**src/rtl/dlx_mem_pkg.sv**
```systemverilog
// Shared encodings, FSM state type and lane helpers for the DLX memory arbiter.
package dlx_mem_pkg;

   localparam int unsigned DLX_DATA_W = 32;

   localparam logic [1:0] SZ_BYTE = 2'b00;
   localparam logic [1:0] SZ_HALF = 2'b01;
   localparam logic [1:0] SZ_WORD = 2'b10;
   localparam logic [1:0] SZ_ILL  = 2'b11;

   typedef enum logic [2:0] {
      ST_IDLE,
      ST_FETCH,
      ST_DREAD,
      ST_DWRITE,
      ST_RMW_RD,
      ST_RMW_WR,
      ST_DONE
   } state_e;

   // Attributes of the granted request, latched in IDLE.
   typedef struct packed {
      logic       is_data;
      logic       we;
      logic [1:0] size;
      logic       sgn;
      logic       err;
   } req_t;

   // Big-endian byte lane k lives at bits [31-8k:24-8k].
   function automatic logic [7:0] get_byte(logic [31:0] word, logic [1:0] lane);
      logic [7:0] b;
      case (lane)
         2'd0:    b = word[31:24];
         2'd1:    b = word[23:16];
         2'd2:    b = word[15:8];
         default: b = word[7:0];
      endcase
      return b;
   endfunction

   // Halfword lane is selected by addr[1] only.
   function automatic logic [15:0] get_half(logic [31:0] word, logic lane);
      return lane ? word[15:0] : word[31:16];
   endfunction

   function automatic logic access_err(logic [1:0] size, logic [1:0] addr_lo);
      logic e;
      case (size)
         SZ_BYTE: e = 1'b0;
         SZ_HALF: e = addr_lo[0];
         SZ_WORD: e = (addr_lo != 2'b00);
         default: e = 1'b1;
      endcase
      return e;
   endfunction

endpackage

```
**src/rtl/mem_lane_align.sv**
```systemverilog
// Combinational lane logic: RMW merge of store data and load extraction/extension.
module mem_lane_align
   import dlx_mem_pkg::*;
(
   input  logic [31:0] word_i,
   input  logic [31:0] wdata_i,
   input  logic [1:0]  size_i,
   input  logic [1:0]  addr_lo_i,
   input  logic        sgn_i,
   output logic [31:0] merged_o,
   output logic [31:0] extracted_o
);

   logic [7:0]  byte_sel;
   logic [15:0] half_sel;

   // Load path: pick the lane, then zero- or sign-extend from its MSB.
   always_comb begin
      byte_sel = get_byte(word_i, addr_lo_i);
      half_sel = get_half(word_i, addr_lo_i[1]);
      case (size_i)
         SZ_BYTE: extracted_o = {{24{sgn_i & byte_sel[7]}}, byte_sel};
         SZ_HALF: extracted_o = {{16{sgn_i & half_sel[15]}}, half_sel};
         default: extracted_o = word_i;
      endcase
   end

   // Store path: replace only the addressed lane of the word just read.
   always_comb begin
      merged_o = word_i;
      case (size_i)
         SZ_BYTE: begin
            case (addr_lo_i)
               2'd0:    merged_o[31:24] = wdata_i[7:0];
               2'd1:    merged_o[23:16] = wdata_i[7:0];
               2'd2:    merged_o[15:8]  = wdata_i[7:0];
               default: merged_o[7:0]   = wdata_i[7:0];
            endcase
         end
         SZ_HALF: begin
            if (addr_lo_i[1]) merged_o[15:0]  = wdata_i[15:0];
            else              merged_o[31:16] = wdata_i[15:0];
         end
         SZ_WORD: merged_o = wdata_i;
         default: merged_o = word_i;
      endcase
   end

endmodule

```
**src/rtl/dlx_mem_arbiter.sv**
```systemverilog
// Arbitrates the single-port sram between DLX fetch and memory stages;
// sub-word stores are sequenced as read-modify-write.
module dlx_mem_arbiter
   import dlx_mem_pkg::*;
#(
   parameter int unsigned ADDR_W = 32,
   parameter int unsigned DATA_W = 32
) (
   input  logic              clk,
   input  logic              rst_n,
   input  logic              if_req_i,
   input  logic [ADDR_W-1:0] if_addr_i,
   output logic [DATA_W-1:0] if_rdata_o,
   output logic              if_ready_o,
   input  logic              d_req_i,
   input  logic              d_we_i,
   input  logic [1:0]        d_size_i,
   input  logic              d_signed_i,
   input  logic [ADDR_W-1:0] d_addr_i,
   input  logic [DATA_W-1:0] d_wdata_i,
   output logic [DATA_W-1:0] d_rdata_o,
   output logic              d_ready_o,
   output logic              d_err_o,
   output logic              mem_cs_o,
   output logic              mem_oe_o,
   output logic              mem_we_o,
   output logic [ADDR_W-1:0] mem_addr_o,
   output logic [DATA_W-1:0] mem_din_o,
   input  logic [DATA_W-1:0] mem_dout_i
);

   state_e            state_q, state_d;
   req_t              req_q, req_d;
   logic [ADDR_W-1:0] addr_q, addr_d;
   logic [DATA_W-1:0] wdata_q, wdata_d;

   logic              mem_cs_d, mem_oe_d, mem_we_d;
   logic [ADDR_W-1:0] mem_addr_d;
   logic [DATA_W-1:0] mem_din_d;
   logic [DATA_W-1:0] d_rdata_d, if_rdata_d;
   logic              d_ready_d, if_ready_d, d_err_d;

   logic [DATA_W-1:0] merged, extracted;

   mem_lane_align u_lane (
      .word_i      (mem_dout_i),
      .wdata_i     (wdata_q),
      .size_i      (req_q.size),
      .addr_lo_i   (addr_q[1:0]),
      .sgn_i       (req_q.sgn),
      .merged_o    (merged),
      .extracted_o (extracted)
   );

   // State and latched request registers.
   always_ff @(posedge clk or negedge rst_n) begin
      if (!rst_n) begin
         state_q <= ST_IDLE;
         req_q   <= '0;
         addr_q  <= '0;
         wdata_q <= '0;
      end else begin
         state_q <= state_d;
         req_q   <= req_d;
         addr_q  <= addr_d;
         wdata_q <= wdata_d;
      end
   end

   // Next-state and grant: data requests always win over fetch.
   always_comb begin
      state_d = state_q;
      req_d   = req_q;
      addr_d  = addr_q;
      wdata_d = wdata_q;
      case (state_q)
         ST_IDLE: begin
            if (d_req_i) begin
               req_d.is_data = 1'b1;
               req_d.we      = d_we_i;
               req_d.size    = d_size_i;
               req_d.sgn     = d_signed_i;
               req_d.err     = access_err(d_size_i, d_addr_i[1:0]);
               addr_d        = d_addr_i;
               wdata_d       = d_wdata_i;
               if (req_d.err)              state_d = ST_DONE;
               else if (!d_we_i)           state_d = ST_DREAD;
               else if (d_size_i == SZ_WORD) state_d = ST_DWRITE;
               else                        state_d = ST_RMW_RD;
            end else if (if_req_i) begin
               req_d   = '{is_data: 1'b0, we: 1'b0, size: SZ_WORD, sgn: 1'b0, err: 1'b0};
               addr_d  = if_addr_i;
               state_d = ST_FETCH;
            end
         end
         ST_FETCH, ST_DREAD, ST_DWRITE: state_d = ST_DONE;
         ST_RMW_RD:                     state_d = ST_RMW_WR;
         ST_RMW_WR:                     state_d = ST_DONE;
         ST_DONE:                       state_d = ST_IDLE;
         default:                       state_d = ST_IDLE;
      endcase
   end

   // Output decode from the upcoming state and latched request only.
   always_comb begin
      mem_cs_d   = 1'b0;
      mem_oe_d   = 1'b0;
      mem_we_d   = 1'b0;
      mem_addr_d = '0;
      mem_din_d  = '0;
      d_ready_d  = 1'b0;
      if_ready_d = 1'b0;
      d_err_d    = 1'b0;
      d_rdata_d  = d_rdata_o;
      if_rdata_d = if_rdata_o;
      case (state_d)
         ST_FETCH, ST_DREAD, ST_RMW_RD: begin
            mem_cs_d   = 1'b1;
            mem_oe_d   = 1'b1;
            mem_addr_d = addr_d & ~ADDR_W'(3);
         end
         ST_DWRITE: begin
            mem_cs_d   = 1'b1;
            mem_we_d   = 1'b1;
            mem_addr_d = addr_d & ~ADDR_W'(3);
            mem_din_d  = wdata_d;
         end
         ST_RMW_WR: begin
            mem_cs_d   = 1'b1;
            mem_we_d   = 1'b1;
            mem_addr_d = addr_d & ~ADDR_W'(3);
            mem_din_d  = merged;
         end
         ST_DONE: begin
            d_ready_d  = req_d.is_data;
            if_ready_d = !req_d.is_data;
            d_err_d    = req_d.is_data & req_d.err;
         end
         default: ;
      endcase
      if (state_q == ST_DREAD) d_rdata_d = extracted;
      if (state_q == ST_FETCH) if_rdata_d = mem_dout_i;
      if (state_q == ST_IDLE && state_d == ST_DONE) d_rdata_d = '0;
   end

   // Output registers; async reset drops sram strobes mid-access.
   always_ff @(posedge clk or negedge rst_n) begin
      if (!rst_n) begin
         mem_cs_o   <= 1'b0;
         mem_oe_o   <= 1'b0;
         mem_we_o   <= 1'b0;
         mem_addr_o <= '0;
         mem_din_o  <= '0;
         d_ready_o  <= 1'b0;
         if_ready_o <= 1'b0;
         d_err_o    <= 1'b0;
         d_rdata_o  <= '0;
         if_rdata_o <= '0;
      end else begin
         mem_cs_o   <= mem_cs_d;
         mem_oe_o   <= mem_oe_d;
         mem_we_o   <= mem_we_d;
         mem_addr_o <= mem_addr_d;
         mem_din_o  <= mem_din_d;
         d_ready_o  <= d_ready_d;
         if_ready_o <= if_ready_d;
         d_err_o    <= d_err_d;
         d_rdata_o  <= d_rdata_d;
         if_rdata_o <= if_rdata_d;
      end
   end

endmodule

```
**config.mk**
```make
export PLATFORM = sky130hd
export DESIGN_NAME = dlx_mem_arbiter
export DESIGN_NICKNAME = d
export VERILOG_FILES = /design/src/rtl/dlx_mem_pkg.sv /design/src/rtl/mem_lane_align.sv /design/src/rtl/dlx_mem_arbiter.sv
export SDC_FILE = /design/constraint.sdc
export NUM_CORES = 1
export LEC_CHECK = 0
export CAP_MARGIN = 20
export CORE_AREA = 5 5 166 168
export DETAILED_ROUTE_END_ITERATION = 6
export DIE_AREA = 0 0 171 173
export GPL_TIMING_DRIVEN = 0
export PLACE_DENSITY = 0.7
export SLEW_MARGIN = 20
export SYNTH_ARGS = -nofsm -noshare
export SYNTH_HDL_FRONTEND = slang
export SYNTH_SLANG_ARGS = --single-unit
```
**constraint.sdc**
```tcl
create_clock -name clk -period 2.4 [get_ports clk]
set_input_delay 0.24 -clock clk [delete_from_list [all_inputs] [get_ports clk]]
set_output_delay 0.24 -clock clk [all_outputs]
set_load 0.05 [all_outputs]
```
# Word-level counts from Yosys, hierarchy flattened
# Cells that the tools add are included.
[word_totals]
mem_bits_ro = 0
memories = 0
latchBits = 0
ff_bits = 207
out_inout_bits = 134
mem_bits_rw = 0
[classes]
order_cmp = 0
add_sub_neg = 0
bitwise_logic = 3
n_mux = 37
n_shift = 0
mul = 0
div_mod_pow = 0
n_eq_ne = 17
reduce_logical = 15
[ops]
columns = ["cell", "n"]
rows = [
  ["32-bit two-way mux", 8],
  ["32-bit case mux with 2 select lines", 2],
  ["32-bit case mux with 3 select lines", 1],
  ["16-bit two-way mux", 3],
  ["8-bit two-way mux", 4],
  ["8-bit case mux with 3 select lines", 1],
  ["6-bit two-way mux", 3],
  ["3-bit equality test (second input constant)", 5],
  ["3-bit two-way mux", 5],
  ["3-bit by 2-bit equality test with 1-bit output (second input constant)", 4],
  ["3-bit case mux with 3 select lines", 1],
  ["1-bit two-way mux", 8],
  ["2-bit by 1-bit equality test with 1-bit output (second input constant)", 3],
  ["2-bit equality test (second input constant)", 3],
  ["3-bit by 1-bit equality test with 1-bit output (second input constant)", 2],
  ["2-bit zero test", 3],
  ["2-bit nonzero test", 3],
  ["3-bit OR reduction", 2],
  ["5-bit OR reduction", 1],
  ["4-bit OR reduction", 1],
  ["1-bit bitwise AND", 3],
  ["3-bit zero test", 1],
  ["1-bit case mux with 3 select lines", 1],
  ["2-bit AND reduction", 1],
  ["3 further kinds", 3],
]

# Longest topological paths before layout
# Gate-level depths: netlist (run 1).
[depth]
depth_word = 10
ltp_mapped = 7
depth_no_buf = 5

# By module
# Synthesis (run 1) repeated with hierarchy kept, for this count alone.
[unflattened]
hier_cells = 927
area_unflattened_um2 = 9793.1
[modules_own_cells]
columns = ["module", "n_inst", "cells_each", "area_each_um2"]
rows = [
  ["dlx_mem_arbiter", 1, 660, 8036.5],
  ["mem_lane_align", 1, 267, 1756.7],
]

# Least setup slack after synthesis (run 1)
# Ideal clock, no wire load.
[synth_timing]
path_kind = "register to register"
startpoint = "register state_q[2]"
endpoint = "register d_rdata_o[29]"
setup_ns = 0.126
path_buffers = 3
slack_ns = 0.401
period_less_slack_ns = 1.999
arrival_ns = 1.873
path_stages_with_launch = 8
path_cell_list = "dfrtp_1 buf_6 or4b_1 buf_2 nor3_2 nor2_2 buf_6 a221o_1"
[synth_between]
elab_chain_len = 6
elab_cells_between_ends = 14
classes_between = "eq/ne (6); mux (4); reduce/logical (4)"
[synth_lines]
columns = ["element", "line_no", "source"]
rows = [
  ["start: declaration", "dlx_mem_arbiter.sv:32", "state_e state_q, state_d;"],
  ["start signal: assignment", "dlx_mem_arbiter.sv:63", "state_q <= state_d;"],
  ["3-bit by 2-bit equality test with 1-bit output, or another cell as far along", "dlx_mem_arbiter.sv:76, dlx_mem_arbiter.sv:141", ""],
  ["4-bit OR reduction (no source line) or 3-bit two-way mux (tied branches)", "n/a", ""],
  ["3-bit case mux with 3 select lines", "dlx_mem_arbiter.sv:76", "case (state_q)"],
  ["3-bit equality test", "dlx_mem_arbiter.sv:143", "if (state_q == ST_IDLE && state_d == ST_DONE) d_rdata_d = '0;"],
  ["1-bit logical AND", "dlx_mem_arbiter.sv:143", ""],
  ["32-bit two-way mux or 2-bit nonzero test (tied branches)", "n/a", ""],
  ["end signal: assignment", "dlx_mem_arbiter.sv:168", "d_rdata_o <= d_rdata_d;"],
  ["end: declaration", "dlx_mem_arbiter.sv:21", "output logic [DATA_W-1:0] d_rdata_o,"],
]
# Parallel ways exist; a longest one is shown, timed or not.
# A chain may end at the register's enable or synchronous reset.

# Worst setup path after layout (run 1)
[layout_timing]
startpoint = "register state_q[2]"
endpoint = "register if_rdata_o[3]"
[layout_between]
elab_chain_len = 1
[layout_lines]
columns = ["element", "line_no", "source"]
rows = [
  ["3-bit by 1-bit equality test with 1-bit output", "dlx_mem_arbiter.sv:142", "if (state_q == ST_FETCH) if_rdata_d = mem_dout_i;"],
  ["end signal: assignment", "dlx_mem_arbiter.sv:169", "if_rdata_o <= if_rdata_d;"],
  ["end: declaration", "dlx_mem_arbiter.sv:13", "output logic [DATA_W-1:0] if_rdata_o,"],
]
# No other way between the ends.

==> run metrics, run 1 <==
status finished clean; Crit path required time between 2 and 3 ns; leading area contributor after synthesis dfrtp_1; Max Cap Viol 0; clk buf depth 3; Area Overhead vs Synth 42.8%; CP endpoint kind register; Max VDD drop roughly 800 uV; sequential share of the synthesized area 0.558; max frequency around 440 MHz; P per Cell Area between 1500 and 2000 nW/um2; Rows 59; # setup viols final 0; Die Span X about 170 um; final setup margin 0.113 ns; Leak ~5.9 nW; first-pass GRT wire length between 50,000 and 60,000 um; most common cell after layout, fill and taps aside clkdlybuf4s50_1; Hold WC Path Type in -> reg; CP Launch Type register; Via-to-Cell Ratio around 5.6; global route overflow 0; Final Hold Fails 0; CP Class reg -> reg; Yosys top cell area share 0.558; initial antenna violation count 1; PortBufs 266; pin count of the biggest net entering global routing 101; ANT nets after route 0; Synth area leaders dfrtp_1, nand2_1, mux2_2, a222oi_1, a221oi_1; fin crit share 0.953; First DRT Iteration DRCs between 900 and 1,000; Slew @ Worst Pin roughly 0.71 ns; gate count of the mapped netlist between 800 and 900; flops & latches, synth 204; Primary FF master, synth dfrtp_1; Cell Area, Placed 12,300 um2; Slew HR 0.527; RePlAce Congestion a little under 1; final wirelength 34,200 um; post-route cell area around 13,000 um2; cell area after synthesis about 9000 um2; post-detail-place hpwl between 20,000 and 30,000 um; I/O Pins between 200 and 300; async set or reset register ratio after synthesis 1.00; Core Area 25,800 um2; fin. max-slew vios 0; pre-CTS WS -0.248 ns; depth of the CTS H-tree 1; Clock Skew between 0.01 and 0.015 ns; Initial Utilization 0.355; Worst-path clk slew about 0.06 ns; EDFF count, synth 0; Tot GR Track Use 0.222; first-pass iteration count of the detailed router 6; clk sinks about 200; post-DR wirelength/cell 23.0 um; syn avg cell area 10.9 um2; DIE AREA between 20,000 and 30,000 um2; final std cells w/o fill 1,487; die height 173 um; clock latency on the worst-skew pair around 0.51 ns; Unique masters post-synth 55; most frequent cells in the layout clkdlybuf4s50_1, dfrtp_1, nand2_1; routed vias between 8,000 and 9,000; Synth Warn # 0; crit path DAT about 2.7 ns; crit path max fanout 10; placed cells 1,446; # fillers around 2,300; clk root buf clkbuf_16; share of cells above drive strength 1 0.104; Final #Nets around 1,300; Num CTS Buffers 23; number of global-route vias before repair between 8,000 and 9,000; minimum clock period 2.29 ns; setup bufs post-CTS 0; CTS tree yes; DRC 0
flip-flops by register name, indices dropped and copies added (netlist names):
register and flops:
addr_q 32, d_err_o 1, d_rdata_o 32, d_ready_o 1, if_rdata_o 32, if_ready_o 1
mem_addr_o 30, mem_cs_o 1, mem_din_o 32, mem_oe_o 1, mem_we_o 1, req_q 5
state_q 3, wdata_q 32
layout make-up:
type / instances / area (um2) / area share
clock buffer: 35 / 681 / 0.0521
timing repair buffer: 270 / 2740 / 0.210
multi-input combinational: 525 / 3560 / 0.273
antenna: 2 / 5.00 / 0.000383
sequential: 204 / 5100 / 0.391
inverter: 35 / 131 / 0.0101
tap: 335 / 419 / 0.0321
clock inverter: 5 / 52.6 / 0.00402
buffer: 76 / 368 / 0.0282
path summary, 6_finish.rpt:
| kind | depth (start not counted) | startpoint | slack, ns | to |
|---|---|---|---|---|
| worst max-delay path | 5 | state_q[2] | 0.11 | if_rdata_o[3] |
| worst min-delay path | 3 | d_req_i | 0.13 | mem_oe_o |
| worst max register to register | 5 | state_q[2] | 0.11 | if_rdata_o[3] |
| worst min register to register | 2 | wdata_q[17] | 0.47 | wdata_q[17] |
| max in group asynchronous | 3 | rst_n | 1.33 | wdata_q[5] |
| min in group asynchronous | 2 | rst_n | 0.20 | mem_addr_o[20] |
worst max-delay path: stages, from the launching register on:
cell and delay (ns):
dfrtp_1 0.43, buf_6 0.16, nor3b_1 0.47, buf_2 0.27, clkbuf_1 0.44, mux2_2 0.40
where the power goes:
part / internal (mW) / total [mW] / switching, mW
sequential: 4.99 / 5.85 / 0.855
combinational: 3.84 / 11.0 / 7.15
clock: 2.05 / 3.47 / 1.42
total: 10.9 / 20.3 / 9.42
logic make-up (layout without fill, tap and decap cells):
group,Yosys count,after routing,share of synthesized area
compound gates,231,231,0.201
buf+inv,113,421,0.0539
flops,204,204,0.558
other cells,1,4,0.000410
mux,64,64,0.0774
simple gates,228,228,0.109
cell usage after synthesis (15+ instances only):
cell type	n
a21oi_1	18
a221o_1	22
a221oi_1	28
a222oi_1	31
clkbuf_1	50
dfrtp_1	204
inv_1	34
mux2_2	40
mux2i_1	22
nand2_1	129
nor2_1	47
o211ai_1	15
o21ai_0	30
o22ai_1	16
metal layers:
layer | vias to the layer above | wire length [um] | track usage
met1 | 4142 | 13700 | 0.302
li1 | 3695 | - | -
met3 | 56 | 3780 | 0.0653
met4 | 0 | 824 | 0.0508
met2 | 469 | 15800 | 0.352
met5 | - | 0 | 0
timing repair:
item	4_1_cts	5_1_grt
hold buffers	1	0
gates resized for setup	4	18
endpoints found under the setup margin	19	71
pin swaps	0	1
endpoints found under the hold margin	41	0
stage by stage:
step                TNS (ns)   util  hold slack [ns]  power, mW
CTS                        0  0.506           0.0984       20.3
global route         -0.0663  0.507            0.145       21.3
detailed placement     -4.70  0.477            0.158       16.8
finish                     0  0.507            0.128       20.3
floorplan                  0      -          -0.0556       12.9
global placement    -1550.75  0.475            0.454       16.6
Note: power is estimated with default switching activity, not from simulation.
==> run 2, diff against run 1 <==
- CTS_BUF_LIST: default -> sky130_fd_sc_hd__clkbuf_8
- SLEW_MARGIN: 20 -> default
==> run 2 against run 1 <==
  * Cell area increased by 0.53%
  * Critical endpoint is now mem_din_o[14]
  * First-iteration DRC count is 17% higher
  * Highest routed layer unchanged
  * Maximum frequency fell by 3.1%
  * Die area unchanged
  * Critical path type unchanged
  * Worst setup slack got worse by 0.073 ns
  * Largest power group unchanged
  * Critical path depth increased by 1
==> run metrics, run 2 (synthesis gave the netlist of run 1 again) <==
status finished clean; Internal 10.8 mW; share of cells above drive strength 1 0.124; most frequent cells in the layout clkdlybuf4s50_1, dfrtp_1, nand2_1; CP endpoint kind register; Clock Skew about 0.026 ns; post-detail-place hpwl 24,900 um; Leak roughly 5.9 nW; Core Area ~26,000 um2; global route overflow 0; most common cell after layout, fill and taps aside clkdlybuf4s50_1; Slew HR 0.484; footprint of the multi-input gates roughly 3600 um2; minimum clock period ~2.4 ns; Worst-path clk slew ~0.070 ns; Hold Startpoint d_req_i; Num CTS Buffers 39; Hold EP mem_oe_o; crit path DAT 2.83 ns; clock latency on the worst-skew pair 0.54 ns; NetSw 9.57 mW; Hold Crit Depth 3; post-route cell area about 13,000 um2; depth of the CTS H-tree 2; FF-to-FF End mem_din_o[14]; initial antenna violation count 1; ANT nets after route 0; post-DR wirelength/cell 22.6 um; CP max-delay cell clkbuf_1; pin count of the biggest net entering global routing approximately 110; final wirelength approximately 34,000 um; P per Cell Area 1550 nW/um2; CP Launch Type register; CTS tree yes; final core utilization 0.510; # fillers around 2,300; Slew @ Worst Pin about 0.77 ns; setup bufs post-CTS 0; RePlAce Congestion between 0.9 and 1; max frequency 424 MHz; Reg area a little over 5000 um2; first-pass GRT wire length ~50,000 um; clk buf depth 3; Rows just under 60; die height about 170 um; Initial Utilization 0.355; unrepaired setup endpoints after global routing yes; Comb pwr share 0.541; Clock Power Share 0.173; # setup viols final 0; DRC 0; Hold WC Path Type in -> reg; first-pass iteration count of the detailed router 6; First DRT Iteration DRCs roughly 1,100; Tot GR Track Use 0.224; most frequent CP cell clkbuf_1; PortBufs around 270; reg-to-reg slack, setup roughly 0.04 ns; DIE AREA between 20,000 and 30,000 um2; Final #Nets between 1,000 and 1,500; clk root buf clkbuf_8; CP max stage delay about 0.44 ns; crit path max fanout 10; worst flop-to-flop path startpoint req_q[3]; sw frac 0.469; routed vias around 8,400; Crit path required time 2.87 ns; number of global-route vias before repair between 8,000 and 9,000; Reg2Reg Depth 6; fin crit share 0.983; clk sinks 204; Cell Area, Placed around 12,000 um2; Die Span X 171 um; crit-path cells clkbuf_1, clkbuf_2, clkbuf_1, a221oi_1, a311oi_1, a211o_1; fin. max-slew vios 0; Max VDD drop ~860 uV; I/O Pins 270; Final Hold Fails 0; Max Cap Viol 0; sequential power share 0.285; placed cells ~1,400; CP Class reg -> reg; Via-to-Cell Ratio between 5 and 6; Area Overhead vs Synth 43.6%; final std cells w/o fill around 1,500
-- run 2: cell types whose count changed in the layout (fill, tap and decap cells not counted), sizes merged --
cell      change
buf           -3
clkbuf       +19
clkinv        +3
clkinvlp      +1
inv          +12
-- run 2: cell type report --
| type | count | share of cell area |
|---|---|---|
| Buffer | 78 | 0.0288 |
| Tap cell | 335 | 0.0319 |
| Clock buffer | 50 | 0.0524 |
| Antenna cell | 2 | 0.000381 |
| Inverter | 35 | 0.0100 |
| Multi-Input combinational cell | 525 | 0.271 |
| Clock inverter | 21 | 0.00982 |
| Sequential cell | 204 | 0.389 |
| Timing Repair Buffer | 269 | 0.206 |
-- run 2: power by group through the flow --
stage	logic [mW]	clock network [mW]	registers [mW]
floorplan	3.78	0	9.09
global placement	10.8	0	5.79
detailed placement	11.0	0	5.82
CTS	11.0	3.65	5.79
global route	11.7	3.81	5.97
finish	11.0	3.54	5.82
-- run 2: worst max-delay path, delay by kind of cell (launching register included) --
| kind | cells | cell delay, ns |
|---|---|---|
| compound gates | 3 | 0.81 |
| buf+inv | 3 | 1.16 |
| flops | 1 | 0.34 |
-- run 2: how the worst max path moves through the flow --
stage | startpoint | endpoint | cells past startpoint
2_1_floorplan | state_q[2] | d_rdata_o[29] | 7
3_3_place_gp | rst_n | mem_din_o[7] | 1
3_5_place_dp | d_size_i[0] | mem_din_o[29] | 7
4_1_cts | req_q[2] | mem_din_o[5] | 7
5_1_grt | req_q[3] | d_rdata_o[7] | 7
6_report | req_q[3] | mem_din_o[14] | 6
-- run 2: layer usage --
metal	part of all wire	track usage	wire length, um	up-vias
li1	-	-	-	3723
met1	0.39	0.301	13500	4154
met2	0.47	0.349	16100	495
met3	0.12	0.0726	3960	61
met4	0.024	0.0631	819	0
met5	0	0	0	-
-- run 2: through the flow --
stage	setup TNS (ns)	setup WS, ns	power, mW	hold slack [ns]
5_1_grt	-0.00601	-0.00601	21.4	0.105
6_report	0	0.0399	20.4	0.0771
2_1_floorplan	0	0.401	12.9	-0.0556
3_5_place_dp	-5.64	-0.246	16.8	0.332
3_3_place_gp	-1550.75	-7.58	16.6	0.454
4_1_cts	0	0.00230	20.4	0.0402
-- run 2: timing repair --
item	CTS	global route
hold buffers	1	0
pin swaps	0	1
setup endpoints to repair	17	66
resized for setup	3	21
endpoints found under the hold margin	97	0
==> run 3, diff against run 2 <==
- CORE_AREA: 5 5 166 168 -> 10 10 148 150
- DIE_AREA: 0 0 171 173 -> 0 0 158 160
- PLACE_DENSITY: 0.7 -> 0.89
==> run 3 against run 2 <==
  * Non-clock buffer count unchanged
  * Cell count decreased by 7.2%
  * Flip-flop and latch count unchanged
  * Cell area decreased by 1.4%
  * Count of clock-buffer cells in the layout decreased by 4
  * Critical path depth increased by 1
  * Clock power decreased by 4%
  * Combinational power about the same
  * Core utilization increased by 17 points
  * Critical endpoint is now d_rdata_o[22]
==> run metrics, run 3 (synthesis gave the netlist of run 1 again) <==
status finished clean; fin crit share 0.967; depth of the CTS H-tree 2; Worst-path clk slew approximately 0.07 ns; Hold Startpoint d_req_i; fin. max-slew vios 0; Leak a little under 6 nW; clock latency on the worst-skew pair ~0.53 ns; Hold EP mem_oe_o; Hold WC Path Type in -> reg; CP Class reg -> reg; Cell Area, Placed between 10,000 and 15,000 um2; Hold Slack between 0.1 and 0.15 ns; Antenna Cells 0; CP endpoint kind register; Hold Crit Depth 3; most common cell after layout, fill and taps aside clkdlybuf4s50_1; pre-CTS WS -0.296 ns; pin count of the biggest net entering global routing approximately 110; Initial Utilization 0.479; RePlAce Congestion 0.983; Slew HR 0.520; post-DR wirelength/cell roughly 25 um; DRC 0; # setup viols final 0; crit path DAT about 2.7 ns; Via-to-Cell Ratio ~6.1; number of global-route vias before repair ~8,900; worst flop-to-flop path startpoint state_q[1]; first-pass iteration count of the detailed router 6; final core utilization 0.678; I/O Pins 270; CTS tree yes; max frequency around 430 MHz; crit path max fanout 10; Max VDD drop 1040 uV; # fillers about 1,400; clk root buf clkbuf_8; DIE AREA between 20,000 and 30,000 um2; post-detail-place hpwl 25,800 um; Num CTS Buffers 35; unrepaired setup endpoints after global routing yes; CP Launch Type register; most frequent cells in the layout clkdlybuf4s50_1, dfrtp_1, nand2_1; Die Span X 158 um; crit path from state_q[1]; First DRT Iteration DRCs 954; Reg2Reg Depth 7; die height 160 um; clk sinks approximately 200; ANT nets after route 0; Rows about 50; Clock Skew 0.0201 ns; routed vias 8,611; clk buf depth 3; Slew @ Worst Pin between 0.7 and 0.8 ns; final setup margin roughly 0.078 ns; first-pass GRT wire length 53,400 um; initial antenna violation count 0; Area Overhead vs Synth 41.5%; Reg area around 5000 um2; Core Area between 15,000 and 20,000 um2; footprint of the multi-input gates 3570 um2; Max Cap Viol 0; P per Cell Area between 1500 and 2000 nW/um2; Final Hold Fails 0; reg-to-reg slack, setup 0.08 ns; Crit path required time approximately 2.8 ns; FF-to-FF End d_rdata_o[22]; Tot GR Track Use 0.274; Final #Nets between 1,000 and 1,500; PortBufs 266; global route overflow 0; share of cells above drive strength 1 0.119; final wirelength between 30,000 and 40,000 um; post-route cell area 12,900 um2; minimum clock period 2.32 ns
-- run 3: cell types whose count changed in the layout (fill, tap and decap cells not counted), moves of 2 or more --
cell,previous run,this run
diode_2,2,0
clkbuf_8,50,46
nor3b_2,0,2
inv_1,45,42
nor3b_1,3,1
-- run 3: metal layers --
metal,up-vias,GRT usage,wire (um)
li1,3730,-,-
met1,4188,0.327,13000
met2,574,0.429,16100
met3,119,0.106,4770
met4,0,0.119,1630
met5,-,0,0
-- run 3: power breakdown --
part / internal [mW] / total, mW / switching, mW
combinational: 3.85 / 11.2 / 7.30
clock: 1.93 / 3.41 / 1.48
sequential: 4.99 / 5.82 / 0.829
total: 10.8 / 20.4 / 9.61
-- run 3: cell type report --
class | instances | share of cell area
Buffer | 78 | 0.0289
Clock buffer | 46 | 0.0489
Clock inverter | 15 | 0.00909
Inverter | 35 | 0.0102
Multi-Input combinational cell | 525 | 0.276
Sequential cell | 204 | 0.395
Tap cell | 238 | 0.0230
Timing Repair Buffer | 269 | 0.210
-- run 3: critical path: stages (launching register included) --
cell and delay, ns:
dfrtp_1 0.38, clkbuf_1 0.21, or4b_1 0.50, buf_2 0.21, nor3_2 0.28, nor2_2 0.15, buf_6 0.18, a221o_1 0.30
-- run 3: per-stage QoR --
step / total power [mW] / TNS [ns] / instances
after floorplan: 12.9 / 0 / 842
after global placement: 16.6 / -1458.86 / 1346
after detailed placement: 16.8 / -6.32 / 1347
after CTS: 20.3 / 0 / 1409
after global routing: 21.3 / -0.167 / 1410
final: 20.4 / 0 / 1410
-- run 3: how the worst max path moves through the flow --
stage	cells after the start	end	slack, ns
2_1_floorplan	7	d_rdata_o[29]	0.40
3_3_place_gp	1	mem_din_o[21]	-7.15
3_5_place_dp	7	mem_din_o[10]	-0.30
4_1_cts	6	mem_addr_o[19]	0.009
5_1_grt	7	d_rdata_o[22]	-0.03
6_report	7	d_rdata_o[22]	0.08
-- run 3: what timing repair did --
action,CTS,global route
resized for setup,3,19
pin swaps,0,1
hold buffers,1,0
setup endpoints to repair,43,79
buffers inserted,0,1
hold endpoints to repair,91,0
